--- src/rtl/count_seq_pkg.sv ---
// Shared encodings for the count sequencer: command ops, FSM states and run modes.
// Pure constants; no timing or flow-control behaviour lives here.
package count_seq_pkg;

  localparam logic [1:0] OP_START_ONESHOT  = 2'd0;
  localparam logic [1:0] OP_START_PERIODIC = 2'd1;
  localparam logic [1:0] OP_STOP           = 2'd2;
  localparam logic [1:0] OP_CLEAR          = 2'd3;

  localparam logic [1:0] ST_IDLE = 2'd0;
  localparam logic [1:0] ST_RUN  = 2'd1;
  localparam logic [1:0] ST_HOLD = 2'd2;

  localparam logic MODE_ONESHOT  = 1'b0;
  localparam logic MODE_PERIODIC = 1'b1;

endpackage

--- src/rtl/count_core.sv ---
// WIDTH-bit up-counter register; clear has priority over increment, one-cycle update.
// No flow control: the sequencer decides every cycle whether to clear or increment.
module count_core #(
  parameter int WIDTH = 8
) (
  input  logic             i_clk,
  input  logic             i_reset,
  input  logic             i_clr,
  input  logic             i_inc,
  output logic [WIDTH-1:0] o_count
);

  always_ff @(posedge i_clk or posedge i_reset) begin
    if (i_reset) begin
      o_count <= '0;
    end else if (i_clr) begin
      o_count <= '0;
    end else if (i_inc) begin
      o_count <= o_count + WIDTH'(1'b1);
    end
  end

endmodule

--- src/rtl/count_sequencer.sv ---
// Command-driven FSM around count_core: one-shot or periodic counting to a latched limit.
// Commands take effect on the accepting edge; ready is always high out of reset, pulses are registered.
module count_sequencer
  import count_seq_pkg::*;
#(
  parameter int WIDTH = 8
) (
  input  logic             i_clk,
  input  logic             i_reset,
  input  logic             i_en,
  input  logic             i_cmd_valid,
  output logic             o_cmd_ready,
  input  logic [1:0]       i_cmd_op,
  input  logic [WIDTH-1:0] i_cmd_limit,
  output logic [WIDTH-1:0] o_count,
  output logic             o_busy,
  output logic             o_done,
  output logic             o_wrap,
  output logic [1:0]       o_state
);

  logic [1:0]       state;
  logic [1:0]       state_next;
  logic [WIDTH-1:0] limit;
  logic             mode;
  logic             accept;
  logic             is_start;
  logic             core_clr;
  logic             core_inc;
  logic             done_next;
  logic             wrap_next;

  count_core #(.WIDTH(WIDTH)) u_core (
    .i_clk   (i_clk),
    .i_reset (i_reset),
    .i_clr   (core_clr),
    .i_inc   (core_inc),
    .o_count (o_count)
  );

  assign accept   = i_cmd_valid & o_cmd_ready;
  assign is_start = (i_cmd_op == OP_START_ONESHOT) || (i_cmd_op == OP_START_PERIODIC);

  // An accepted command always overrides the terminal-count action on the same edge.
  always_comb begin
    state_next = state;
    core_clr   = 1'b0;
    core_inc   = 1'b0;
    done_next  = 1'b0;
    wrap_next  = 1'b0;
    if (accept) begin
      case (i_cmd_op)
        OP_START_ONESHOT,
        OP_START_PERIODIC: begin
          core_clr   = 1'b1;
          state_next = ST_RUN;
        end
        OP_STOP: begin
          state_next = ST_IDLE;
        end
        default: begin
          core_clr   = 1'b1;
          state_next = ST_IDLE;
        end
      endcase
    end else if (state == ST_RUN && i_en) begin
      if (o_count != limit) begin
        core_inc = 1'b1;
      end else if (mode == MODE_ONESHOT) begin
        state_next = ST_HOLD;
        done_next  = 1'b1;
      end else begin
        core_clr  = 1'b1;
        wrap_next = 1'b1;
      end
    end
  end

  always_ff @(posedge i_clk or posedge i_reset) begin
    if (i_reset) begin
      state       <= ST_IDLE;
      limit       <= '0;
      mode        <= MODE_ONESHOT;
      o_done      <= 1'b0;
      o_wrap      <= 1'b0;
      o_cmd_ready <= 1'b0;
    end else begin
      state       <= state_next;
      o_done      <= done_next;
      o_wrap      <= wrap_next;
      o_cmd_ready <= 1'b1;
      if (accept && is_start) begin
        limit <= i_cmd_limit;
        mode  <= (i_cmd_op == OP_START_PERIODIC) ? MODE_PERIODIC : MODE_ONESHOT;
      end
    end
  end

  assign o_busy  = (state == ST_RUN);
  assign o_state = state;

endmodule

--- config.mk ---
export PLATFORM = sky130hd
export DESIGN_NAME = count_sequencer
export DESIGN_NICKNAME = d
export VERILOG_FILES = /design/src/rtl/count_seq_pkg.sv /design/src/rtl/count_core.sv /design/src/rtl/count_sequencer.sv
export SDC_FILE = /design/constraint.sdc
export NUM_CORES = 1
export LEC_CHECK = 0
export BUFFER_PORTS_ARGS = -buffer_cell sky130_fd_sc_hd__buf_2
export CORE_ASPECT_RATIO = 0.7
export CORE_UTILIZATION = 49
export CTS_CLUSTER_DIAMETER = 50
export DETAILED_ROUTE_END_ITERATION = 8
export PLACE_DENSITY = 0.77
export SLEW_MARGIN = 20
export SYNTH_ARGS = -nofsm -noshare
export SYNTH_HDL_FRONTEND = slang
export SYNTH_SLANG_ARGS = --single-unit
--- constraint.sdc ---
create_clock -name i_clk -period 4 [get_ports i_clk]
set_input_delay 0.4 -clock i_clk [delete_from_list [all_inputs] [get_ports i_clk]]
set_output_delay 0.4 -clock i_clk [all_outputs]
set_load 0.05 [all_outputs]
# --- Word-level counts from Yosys, hierarchy flattened ---
# Cells that the tools add are included.
word_totals:
  input_bits: 14
  register_bits: 22
op_classes:
  bitwise: 1
  mux: 21
  eq_ne: 6
  reduce_logical: 8
  addsub: 1
op_table:
  columns: ["cell", "n"]
  rows:
  - ["two-way mux 8 bit", 2]
  - ["two-way mux 1 bit", 15]
  - ["adder 8 x 1 -> 8 bit, second input constant", 1]
  - ["two-way mux 2 bit", 4]
  - ["!= test 8 bit", 1]
  - ["== test 2 x 1 -> 1 bit, second input constant", 2]
  - ["nonzero test 2 bit", 2]
  - ["AND reduction 3 bit", 1]
  - ["== test 2 bit, second input constant", 1]
  - ["logical AND 1 bit", 2]
  - ["logical NOT 2 bit", 1]
  - ["!= test 2 x 1 -> 1 bit, second input constant", 1]
  - ["!= test 2 bit, second input constant", 1]
  - ["OR reduction 2 bit", 1]
  - ["bitwise AND 1 bit", 1]
  - ["logical OR 1 bit", 1]

# --- Longest topological paths before layout ---
# Gate-level depths: netlist (run 1).
depth:
  word_depth: 6
  depth_mapped: 5
  depth_no_buf: 5

# --- Hierarchy ---
# Synthesis (run 1) repeated with hierarchy kept, for this count alone.
unflattened:
  cells_unflattened: 92
  area_unflattened_um2: 1072.3
by_module_without_submodules:
  columns: ["mod", "cells_each", "instances", "seq_area_each_um2", "area_each_um2"]
  rows:
  - ["count_sequencer", 54, 1, 350.3, 671.9]
  - ["count_core", 38, 1, 200.2, 400.4]

# --- Worst setup path before layout (run 1) ---
# OpenSTA, ideal clock, no wires.
synth_timing:
  path_type: "flip-flop to flip-flop"
  start: "register u_core.o_count[2]"
  end: "register u_core.o_count[0]"
  stages_incl_launch_ff: 6
  arrival_ps: 1754
  slack_ps: 2117
  cell_sequence: "dfrtp_1 > xnor2_1 > nand4_2 > or2_2 > o22ai_4 > nor2_1"
synth_via:
  elab_chain_len: 5
synth_rtl:
  columns: ["element", "line", "source"]
  rows:
  - ["start, declared", "count_core.sv:10", "output logic [WIDTH-1:0] o_count"]
  - ["start signal, assigned", "count_core.sv:19", "o_count <= o_count + WIDTH'(1'b1);"]
  - ["!= test 8 bit (*)", "count_sequencer.sv:67", "if (o_count != limit) begin"]
  - ["two-way mux 1 bit", "count_sequencer.sv:67", null]
  - ["two-way mux 1 bit", "count_sequencer.sv:66", "end else if (state == ST_RUN && i_en) begin"]
  - ["two-way mux 1 bit", "count_sequencer.sv:51", "if (accept) begin"]
  - ["two-way mux 8 bit or nonzero test 2 bit (tied branches)", null, null]
# Mark *: on every way between the ends. The rest lies on a longest branch, timed or not.
# A chain may end at the register's enable or synchronous reset.

# --- Worst setup path after layout (run 1) ---
layout_timing:
  start: "register u_core.o_count[2]"
  end: "register u_core.o_count[3]"
layout_via:
  elab_chain_len: 5
layout_rtl:
  columns: ["element"]
  rows:
  - ["parallel branches: the longest is 5 deep, another holds adder 8 x 1 -> 8 bit"]
# Parallel ways; which one is timed is not known. The select of a mux whose other input is x is not followed.

==> results list, run 1 <==
- After synthesis the cells add up to 1071 µm².
* Max transition margin: 0.4586
* Startpoint of the most critical setup path: u_core.o_count[2]
- Crit path capture type: flop
- The checks that failed: DRC.
* Maximum vdd ir drop: 375.1 µV
- For this design, the slowest cell found on the critical path is dfrtp_1.
- Across all setup checks in the final design, the least slack found is 2.200 ns.
- The first TritonRoute pass finished after 5 iterations.
- CTS Hold Bufs: 0
* Count of flip-flops with a built-in enable after synthesis: 0
* Diode count: 0
- For this design the ratio of total power to cell area is 419.4 nW/µm².
- The number of nets handed over by synthesis was 106.
- Pin placement for this block handled 28 I/O pins.
* Cell Area, Placed: 1230 µm²
* Wire length of the first global-routing pass: 2980 µm
- Clk pin slew, worst setup/hold paths: 0.12 ns
- Power spent charging and discharging nets: 182.9 µW
- The congestion estimate from routability-driven global placement came to 0.8216.
* Sequential share of the synthesized area: 0.5140
- The finished layout holds 142 standard cells, fillers aside.
* Number of setup buffers added after CTS: 0
- Broken down by cell family, the worst path's largest delay share belongs to simple AND/OR/NAND/NOR gates.
- The initialized floorplan defines 13 standard-cell rows.
* Aggregate routed wire length: 1964 µm
* Vias in the first global route: 630
* Setup Slack @ Placement: 2.228 ns
- Once detailed placement completed, the half-perimeter wirelength came to 1493 µm.
- Top area cells in the synthesized netlist: dfrtp_1 (51%), mux2_2 (9.5%), xnor2_1 (8.2%)
* GR Overflow Total: 0
- For this run, the post-layout net count is 137.
* Clk sinks: 22
- At the worst endpoint, the arrival time is 1.99 ns.
- Leaving out fill and tap cells, the most frequent cells in the layout are buf_2 (27), dfrtp_1 (22), xnor2_1 (10), mux2_2 (9), nand2_1 (6).
* Bufs on Longest Clock Path: 2
- Series of cell instances along the critical path: xnor2_1 -> nand4_2 -> or2_2 -> o22ai_4 -> nor2b_1
- The cell count after synthesis came out at 91.
- Fill cells in the final layout number 165.
- The initial utilization of the core area, before any placement, comes to 0.5487.
- The smallest clock period supported by the final layout is computed as 1.800 ns.
* Clock root buffer: clkbuf_4
- The initial antenna violation count is 0.
- Final cell area excluding filler cells: 1252 µm²
- Leak pwr: 0.0005682 µW
- After detailed routing, the number of remaining DRC violations is 3.
* Pin count of the biggest net entering global routing: 23
- GR Util met1: 0.2451
- Cell Int Power: 342.3 µW
* Cells after DPL: 139
* Width of the die: 57.88 µm
- STA puts the critical path data required time at 4.19 ns.
- Setup repair after global routing missed its margin: false
- TritonCTS clock tree: done
* Longest individual stage delay on the worst path: 0.49 ns
- Of the total power, the clock network draws 0.187.
- Based on the critical path, the design can be clocked at up to 555.5 MHz.
- For the final routed database, the setup TNS stands at 0 ns.
- Share of power burned in combinational logic: 0.279
* Vias post-DR: 769
- Syn-to-layout area delta: 16.94%
- Worst Path Max Fanout: 8
- WL/cell: 13.83 µm
* Via density: 5.415
* Run status: complete, but fails checks
* Area leader, netlist: dfrtp_1
* Number of H-tree branching levels: 1
- At the pin with the least slew margin, the transition time is 0.8111 ns.
* Fraction of the cycle the final worst path needs: 0.4501
- In this run the critical register-to-register path is launched from u_core.o_count[2].
- The tool flagged a number of max-cap violations equal to 0.
- Class of the most critical hold timing path: input pin to asynchronous set/reset pin
- Leaving out fill and tap cells, the most frequent cell in the layout is buf_2.
- Critical path class: flop to flop
- The number of max-slew violations in the final report was 0.
- Clock insertion delay at the later pin of the skew report: 0.31 ns
- met2 is the most crowded layer.
* Top FF cell, synth: dfrtp_1
- Final hold vios: 0
- Initial DRC count: 12
* Fraction of layout cells with a size suffix above 1: 0.4000
- In the global route stage, met2 resource usage came out at 0.2672.
- Number of port buffers: 27
- Die outline area: 2380 µm²
- In the global route stage, overall resource usage came out at 0.1814.
- Worst setup skew after layout: 0.007998 ns
* CP Launch Type: flop
- Share of Yosys cell area claimed by the top area cell type: 0.5140
* Number of distinct library cell variants in the gate-level netlist after synthesis: 32
- In this run the remaining antenna-violating nets after routing total 0.
- The critical path contains buffers and inverters numbering 0 combined.
- Number of synthesized register bits: 22
* Sequential power share: 0.534
- Of the total power, the share spent switching nets is 0.3482.
- After synthesis, the mean cell area works out to 11.77 µm².
- Cts bufs inserted: 3
* Syn. warnings: 0
- The core region is 1952 µm².
* Post-synthesis async set-or-reset flop share: 1.000
- M3 GR Usage: 0.05678
* Count of final setup violators: 0
- DIE HEIGHT: 41.12 µm
* Quantity of gates resized following cts: 0
## Yosys cell counts, types with 2 or more instances
library cell,count
dfrtp_1,22
or3_1,3
nor2_1,4
mux2_2,9
xnor2_1,10
nor2b_1,3
nand2_1,6
nand4_1,2
a21oi_1,3
o21ai_0,4
or2_2,2
o21a_1,2
o211ai_1,2
## cell type report
cell class	instances	area, µm²	area share
timing repair buffer	27	135.1	0.1079
multi-input combinational	67	513.0	0.4096
sequential	22	550.5	0.4396
clock buffer	3	22.52	0.01798
inverter	1	3.754	0.002997
tap	22	27.53	0.02198
## per-stage QoR
stage	total power, µW	util	hold WS [ns]
after floorplan	394.5	-	0.3892
after global placement	427.8	0.6301	0.4965
after detailed placement	432.3	0.6301	0.4863
after CTS	530.5	0.6417	0.2631
after global routing	552.7	0.6417	0.2979
final	525.2	0.6417	0.2268
## sequential cells by signal, indices dropped and copies added, names as in the netlist
register / count
o_done: 1
limit: 8
o_state: 2
mode: 1
o_cmd_ready: 1
u_core.o_count: 8
o_wrap: 1
## power groups by stage
stage | clock, µW | combinational (µW) | sequential, µW
2_1_floorplan | 0 | 77.6 | 317
3_3_place_gp | 0 | 145 | 283
3_5_place_dp | 0 | 147 | 285
4_1_cts | 101 | 148 | 281
5_1_grt | 109 | 159 | 285
6_report | 98.3 | 146 | 281
## metal layers
metal	vias to the layer above	routed length, µm
li1	378	-
met1	369	1001
met2	18	837
met3	4	96
met4	0	28
met5	-	0
## worst reg2reg max path: stages (launching register included)
cell and delay [ns]:
dfrtp_1 0.49, xnor2_1 0.20, nand4_2 0.19, or2_2 0.40, o22ai_4 0.33, nor2b_1 0.08
## worst paths after layout
| kind | end | slack, ns | cells past startpoint |
|---|---|---|---|
| min in group i_clk | limit[0] | 0.31 | 2 |
| hold / removal | limit[1] | 0.23 | 2 |
| max in group asynchronous | limit[4] | 3.26 | 2 |
| hold reg to reg | o_done | 0.52 | 1 |
| setup reg to reg | u_core.o_count[3] | 2.20 | 5 |
| setup / recovery | u_core.o_count[3] | 2.20 | 5 |
## logic make-up (layout without fill, tap and decap cells)
family,Yosys count,in the layout,synth area share
compound gates,16,16,0.1180
xor+xnor,11,11,0.08995
fa+ha+maj,1,1,0.01168
buf+inv,2,31,0.007003
flops,22,22,0.5140
mux,10,10,0.1040
other cells,1,1,0.003501
simple gates,28,28,0.1519
Power figures use the tool's default switching activity.
==> run 2: changes to the inputs <==
==> constraint.sdc (replaced) <==
create_clock -name i_clk -period 1.85 [get_ports i_clk]
set_input_delay 0.185 -clock i_clk [delete_from_list [all_inputs] [get_ports i_clk]]
set_output_delay 0.185 -clock i_clk [all_outputs]
set_load 0.05 [all_outputs]
==> run 2 against run 1 <==
The flow still finishes with violations (DRC). Clock skew is 0.0063 ns lower. Sequential share of layout area is 1.6 points lower. Worst hold slack worse by 0.13 ns. Largest cell class unchanged. Register-to-register slack worse by 2.1 ns. Maximum frequency is 3.3% higher. Clock power grew to 2.7 times the previous value. Critical endpoint is now u_core.o_count[0]. Via count is 1.6% higher. Final cell count is 4.2% higher. Sequential power is 120% higher. Die area stayed put.
==> results list, run 2 (same netlist as run 1, synthesis figures left out) <==
- The total negative slack for setup checks is 0 ns (unchanged).
* Cells after DPL: 143 (was 139)
- The CTS tree was done (unchanged).
- Critical path class: flop to flop (unchanged)
- Cell Int Power: 795.2 µW (was 342.3 µW)
- Signal arrival time at the worst endpoint: 1.94 ns (was 1.99 ns)
- The core area is 1952 µm² (unchanged).
* Syn-to-layout area delta: 22.31% (was 16.94%)
* First-pass detailed-route iteration total: 6 (was 5)
- Class of the most critical hold timing path: input pin to flop (was input pin to asynchronous set/reset pin)
- The clock share of power is 0.220 (was 0.187).
* Number of H-tree branching levels: 1 (unchanged)
- The post-cts resize count was 0 (unchanged).
* Detailed route wirelength on metal3: 106 µm (was 96 µm)
* Clock insertion delay at the later pin of the skew report: 0.30 ns (was 0.31 ns)
- Number of max-slew violations in the final report: 0 (unchanged)
* Fraction of the cycle the final worst path needs: 0.9418 (was 0.4501)
* Gp weighted congestion: 0.7946 (was 0.8216)
- Setup repair after global routing missed its margin: false (unchanged)
- Number of setup buffers added after CTS: 0 (unchanged)
* Worst Path Max Fanout: 8 (unchanged)
- Power density cells: 918.3 nW/µm² (was 419.4 nW/µm²)
- The number of nets with antenna violations after routing is 0 (unchanged).
- The number of primary I/O pins is 28 (unchanged).
- The vias after detailed routing came to 781 (was 769).
- The kind of capture point of the worst setup path was a flop (unchanged).
- Smallest hold slack: 0.1004 ns (was 0.2268 ns)
- GR Overflow Total: 0 (unchanged)
* CP Data Required Time: 2.04 ns (was 4.19 ns)
- DIE HEIGHT: 41.12 µm (unchanged)
* Final min period: 1.742 ns (was 1.800 ns)
- The proportion of power drawn by combinational gates was 0.273 (was 0.279).
* Uppermost routed layer: met4 (unchanged)
* Clock root buffer: clkbuf_4 (unchanged)
- Die outline area: 2380 µm² (unchanged)
- The average vias per placed instance is 5.277 (was 5.415).
- Worst setup skew after layout: 0.001649 ns (was 0.007998 ns)
- Fraction of layout cells with a size suffix above 1: 0.4444 (was 0.4000)
* Violated checks: DRC (unchanged)
- Wire length of the first global-routing pass: 3208 µm (was 2980 µm)
* Aggregate routed wire length: 2021 µm (was 1964 µm)
- Sequential power share: 0.507 (was 0.534)
* Leak pwr: 0.0005962 µW (was 0.0005682 µW)
- The number of buffer cells added on primary ports came to 27 (unchanged).
- WL/cell: 13.66 µm (was 13.83 µm)
* FF-to-FF setup slack: 0.11 ns (was 2.20 ns)
- The starting utilization of the core area came to 0.5487 (unchanged).
* Most frequent cells in the layout: buf_2 (27), dfrtp_1 (19), xnor2_1 (10), mux2_2 (9), nand2_1 (6) (was buf_2 (27), dfrtp_1 (22), xnor2_1 (10), mux2_2 (9), nand2_1 (6))
- The count of final hold-check violations came to 0 (unchanged).
- Pin count of the biggest net entering global routing: 23 (unchanged)
- Power spent charging and discharging nets: 407.8 µW (was 182.9 µW)
- Run status: complete, but fails checks (unchanged)
- The met1 wire length is 1037 µm (was 1001 µm).
- The launching element type of the critical path is a flop (unchanged).
* Highest Clock Rate: 574.0 MHz (was 555.5 MHz)
- Initial DRC count: 24 (was 12)
* Number of max-cap violations: 0 (unchanged)
- Vias in the first global route: 671 (was 630)
* Bufs on Longest Clock Path: 2 (unchanged)
* Sw Ratio: 0.3390 (was 0.3482)
- Maximum vdd ir drop: 727.0 µV (was 375.1 µV)
- Number of nets in the layout: 142 (was 137)
- The number of standard-cell rows in the floorplan came to 13 (unchanged).
* Initial antenna violation count: 0 (unchanged)
- The number of setup violations in the final report is 0 (unchanged).
- The amount of wire on met2 after detailed routing came to 872 µm (was 837 µm).
* Detailed placer's ending HPWL: 1564 µm (was 1493 µm)
- The number of inserted diodes is 0 (unchanged).
* Most common cell after layout, fill and taps aside: buf_2 (unchanged)
- Clk sinks: 22 (unchanged)
* Post-route DRC violation count: 2 (was 3)
* Non-filler instance count after layout: 148 (was 142)
- The width of the die was 57.88 µm (unchanged).
- The combined global-route utilization of all metal layers was 0.1929 (was 0.1814).
- The TritonCTS buffer count was 3 (unchanged).
- Clk pin slew, worst setup/hold paths: 0.12 ns (about the same)
## run 2: per-stage QoR
stage                     setup WS, ns  utilization  cell area, µm²  power, µW
after floorplan              0.0005645            -            1075      857.3
after global placement          0.1599       0.6474            1264      931.6
after detailed placement       0.08503       0.6474            1264      949.1
after CTS                      0.07181       0.6712            1310       1211
after global routing          0.003010       0.6712            1310       1266
final                           0.1077       0.6712            1310       1203
## run 2: final timing paths
kind                                endpoint  cells past startpoint              start
max                        u_core.o_count[0]                      5  u_core.o_count[0]
min                                 limit[3]                      2     i_cmd_limit[3]
max reg2reg                u_core.o_count[0]                      5  u_core.o_count[0]
min reg2reg                           o_done                      1               mode
max in group asynchronous  u_core.o_count[1]                      4            i_reset
min in group asynchronous  u_core.o_count[6]                      4            i_reset
## run 2: final cells by class
| type | count | area (µm²) |
|---|---|---|
| flip-flops and latches | 22 | 554.3 |
| multi-input cells | 67 | 513.0 |
| repair buffers | 32 | 175.2 |
| clock buffers | 4 | 36.28 |
| well taps | 22 | 27.53 |
| fillers | 175 | 641.9 |
| inverters | 1 | 3.754 |
## run 2: layer usage
metal	GRT usage	up-vias
met5	0	-
met4	0.01786	0
met3	0.06940	2
met2	0.2989	18
met1	0.2704	372
li1	-	389
## run 2: power groups by stage
| stage | Combinational [µW] | Sequential [µW] | Clock [µW] |
|---|---|---|---|
| floorplan | 168 | 689 | 0 |
| global placement | 319 | 613 | 0 |
| detailed placement | 329 | 620 | 0 |
| CTS | 332 | 610 | 269 |
| global route | 358 | 620 | 289 |
| finish | 328 | 610 | 264 |
## run 2: critical path: stages, from the launching register on
cell     delay [ns]
dfrtp_2        0.47
xnor2_1        0.18
nand4_1        0.21
or2_2          0.39
o22ai_4        0.28
nor2_1         0.10
## run 2: timing repair
item	in CTS	in global routing
endpoints found under the hold margin	22	0
hold buffers	1	0
setup endpoints to repair	0	5
==> run 3: changes to the inputs <==
--- a/config.mk
+++ b/config.mk
@@ -8,6 +8,7 @@
 export BUFFER_PORTS_ARGS = -buffer_cell sky130_fd_sc_hd__buf_2
 export CORE_ASPECT_RATIO = 0.7
 export CORE_UTILIZATION = 49
+export CTS_BUF_LIST = sky130_fd_sc_hd__clkbuf_16
 export CTS_CLUSTER_DIAMETER = 50
 export DETAILED_ROUTE_END_ITERATION = 8
 export PLACE_DENSITY = 0.77
==> run 3 against run 2 <==
The flow still finishes with violations (DRC). Via count up 1.4%. Total power grew 17%. Core utilization up 2.6 points. Non-clock buffer count rose by 1. Worst hold slack better by 0.059 ns. Die area did not move. Final cell count up 0.68%. Sequential share of layout area shrank 1.6 points. Clock power is 73% higher. First-iteration DRC count unchanged. Cell area grew 3.8%. Clock-buffer cell count is 1 lower. Critical endpoint unchanged. Largest cell class unchanged. Largest power group unchanged.
==> results list, run 3 (same netlist as run 1, synthesis figures left out) <==
- Number of max-slew violations in the final report: 0 (unchanged)
- The pin count of the biggest net entering global routing is 23 (unchanged).
* Total global routing track utilization: 0.1987 (was 0.1929)
- The routing layer with the top usage in global route is met2 (unchanged).
- Worst Path Max Fanout: 8 (unchanged)
* Run status: complete, but fails checks (unchanged)
* Post-route DRC violation count: 2 (unchanged)
- The commonest non-fill, non-tap cell in the layout is buf_2 (unchanged).
- WL/cell: 14.21 µm (was 13.66 µm)
- The width of the die was 57.88 µm (unchanged).
- The number of inserted diodes was 0 (unchanged).
- Vias in the first global route: 686 (was 671)
- The full die area is 2380 µm² (unchanged).
- Highest Clock Rate: 572.0 MHz (was 574.0 MHz)
- Longest individual stage delay on the worst path: 0.45 ns (was 0.47 ns)
- Share of the core filled with cells in the final layout: 0.6968 (was 0.6712)
- Core Rows: 13 (unchanged)
- Effective utilization at floorplan: 0.5487 (unchanged)
- Cells after DPL: 143 (unchanged)
- Final setup slack of the worst path: 0.1017 ns (was 0.1077 ns)
* Number of port buffers: 27 (unchanged)
- The total negative slack for setup checks came to 0 ns (unchanged).
- Via density: 5.315 (was 5.277)
- The total number of clock tree sinks is 22 (unchanged).
* Count of buffer and inverter cells on the critical path: 0 (unchanged)
* M3 GR Usage: 0.06940 (unchanged)
- The detailed-router iteration count before antenna repair came to 6 (unchanged).
- Number of nets in the layout: 143 (was 142)
- The leakage component of the power was 0.0006180 µW (was 0.0005962 µW).
* CP Launch Type: flop (unchanged)
- The maximum root-to-sink buffer count came to 2 (unchanged).
- Violated checks: DRC (unchanged).
- Signal arrival time at the worst endpoint: 1.88 ns (was 1.94 ns)
* Series of cell instances along the critical path: xnor2_1 -> nand4_1 -> or2_2 -> o22ai_4 -> nor2_1 (unchanged)
* I/O pin total: 28 (unchanged)
* Detailed placer's ending HPWL: 1564 µm (unchanged)
* Wire length of the first global-routing pass: 3256 µm (was 3208 µm)
- The power density normalized to cell area was 1032 nW/µm² (was 918.3 nW/µm²).
- The critical path start-end classification is flop to flop (unchanged).
- Met2 Resource Use GR: 0.3075 (was 0.2989)
- The final-layout fill cell count was 169 (was 175).
- Clk pin slew, worst setup/hold paths: 0.06 ns (was 0.12 ns)
- Quantity of gates resized following cts: 0 (unchanged)
- The worst endpoint required time came to 1.98 ns (was 2.04 ns).
- The fraction of final layout cells sized beyond drive strength 1 came to 0.4409 (was 0.4444).
* Setup repair after global routing missed its margin: false (unchanged)
* Initial DRC count: 24 (unchanged)
- Smallest hold slack: 0.1599 ns (was 0.1004 ns)
- Fraction of the cycle the final worst path needs: 0.9450 (was 0.9418)
- The number of nets with antenna violations after routing was 0 (unchanged).
- The count of final hold-check violations was 0 (unchanged).
- Non-filler instance count after layout: 149 (was 148)
- The initial antenna violation count came to 0 (unchanged).
- The number of setup violations in the final report is 0 (unchanged).
- Aggregate routed wire length: 2118 µm (was 2021 µm)
* GR Overflow Total: 0 (unchanged)
- DIE HEIGHT: 41.12 µm (unchanged)
* CP delay by family, top: simple AND/OR/NAND/NOR gates (unchanged)
* Syn-to-layout area delta: 26.99% (was 22.31%)
* Number of H-tree branching levels: 1 (unchanged)
- Vias post-DR: 792 (was 781)
- Most frequent cells in the layout: buf_2 (27), dfrtp_1 (19), xnor2_1 (10), mux2_2 (9), nand2_1 (6) (unchanged)
- The worst-case clock skew was 0.003493 ns (was 0.001649 ns).
- Floorplan Core Area: 1952 µm² (unchanged)
- Final min period: 1.748 ns (was 1.742 ns)
* Number of max-cap violations: 0 (unchanged)
* TritonCTS clock tree: done (unchanged)
- Class of the most critical hold timing path: input pin to flop (unchanged)
* Setup Slack @ Placement: 0.08503 ns (unchanged)
* Clock insertion delay at the later pin of the skew report: 0.26 ns (was 0.30 ns)
* Crit path capture type: flop (unchanged)
- The worst ir drop on vdd was 941.2 µV (was 727.0 µV).
- GR Util met1: 0.2743 (was 0.2704)
- The slowest stage cell on the critical path is dfrtp_2 (unchanged).
- Cts bufs inserted: 3 (unchanged)
- Clock root buffer: clkbuf_16 (was clkbuf_4)
- The final estimated routing congestion in global placement was 0.7946 (unchanged).
run 3: changes by cell type in the layout (fill, tap and decap cells not counted), sizes merged:
cell | previous run | this run
buf | 31 | 32
clkinv | 0 | 1
clkbuf | 4 | 3
run 3: final cells by class:
type	instances	area [µm²]	area share
clock buffers	3	75.07	0.05520
clock inverters	1	3.754	0.002760
inverters	1	3.754	0.002760
multi-input cells	67	513.0	0.3772
flip-flops and latches	22	554.3	0.4075
well taps	22	27.53	0.02024
repair buffers	33	182.7	0.1343
run 3: path summary, 6_finish.rpt:
check                                  start                end  slack (ns)  cells past startpoint
min                           i_cmd_limit[6]           limit[6]        0.16                      2
min in group asynchronous            i_reset         o_state[1]        0.50                      4
min reg2reg                             mode             o_done        0.51                      1
max reg2reg                u_core.o_count[0]  u_core.o_count[0]        0.10                      5
max in group asynchronous            i_reset  u_core.o_count[1]        1.11                      4
max                        u_core.o_count[0]  u_core.o_count[0]        0.10                      5
run 3: timing repair:
action	CTS	global route
setup endpoints to repair	0	5
buffers inserted	0	1
endpoints found under the hold margin	22	0
hold buffers	1	0
run 3: metal layers:
layer  share of wire  wire [µm]
met5               0          0
met4          0.0066         14
met3           0.048        101
met2            0.44        940
met1            0.50       1061
run 3: power breakdown:
group / leakage, µW / internal (µW) / switching [µW]
registers: 0.000278 / 546 / 65.4
clock network: 0.0000385 / 288 / 170
logic: 0.000301 / 133 / 201
total: 0.000618 / 968 / 436
run 3: stage by stage:
| stage | total power [µW] | instance area (µm²) |
|---|---|---|
| finish | 1404 | 1360 |
| global route | 1463 | 1360 |
| CTS | 1407 | 1353 |
| detailed placement | 949.1 | 1264 |
| global placement | 931.6 | 1264 |
| floorplan | 857.3 | 1075 |
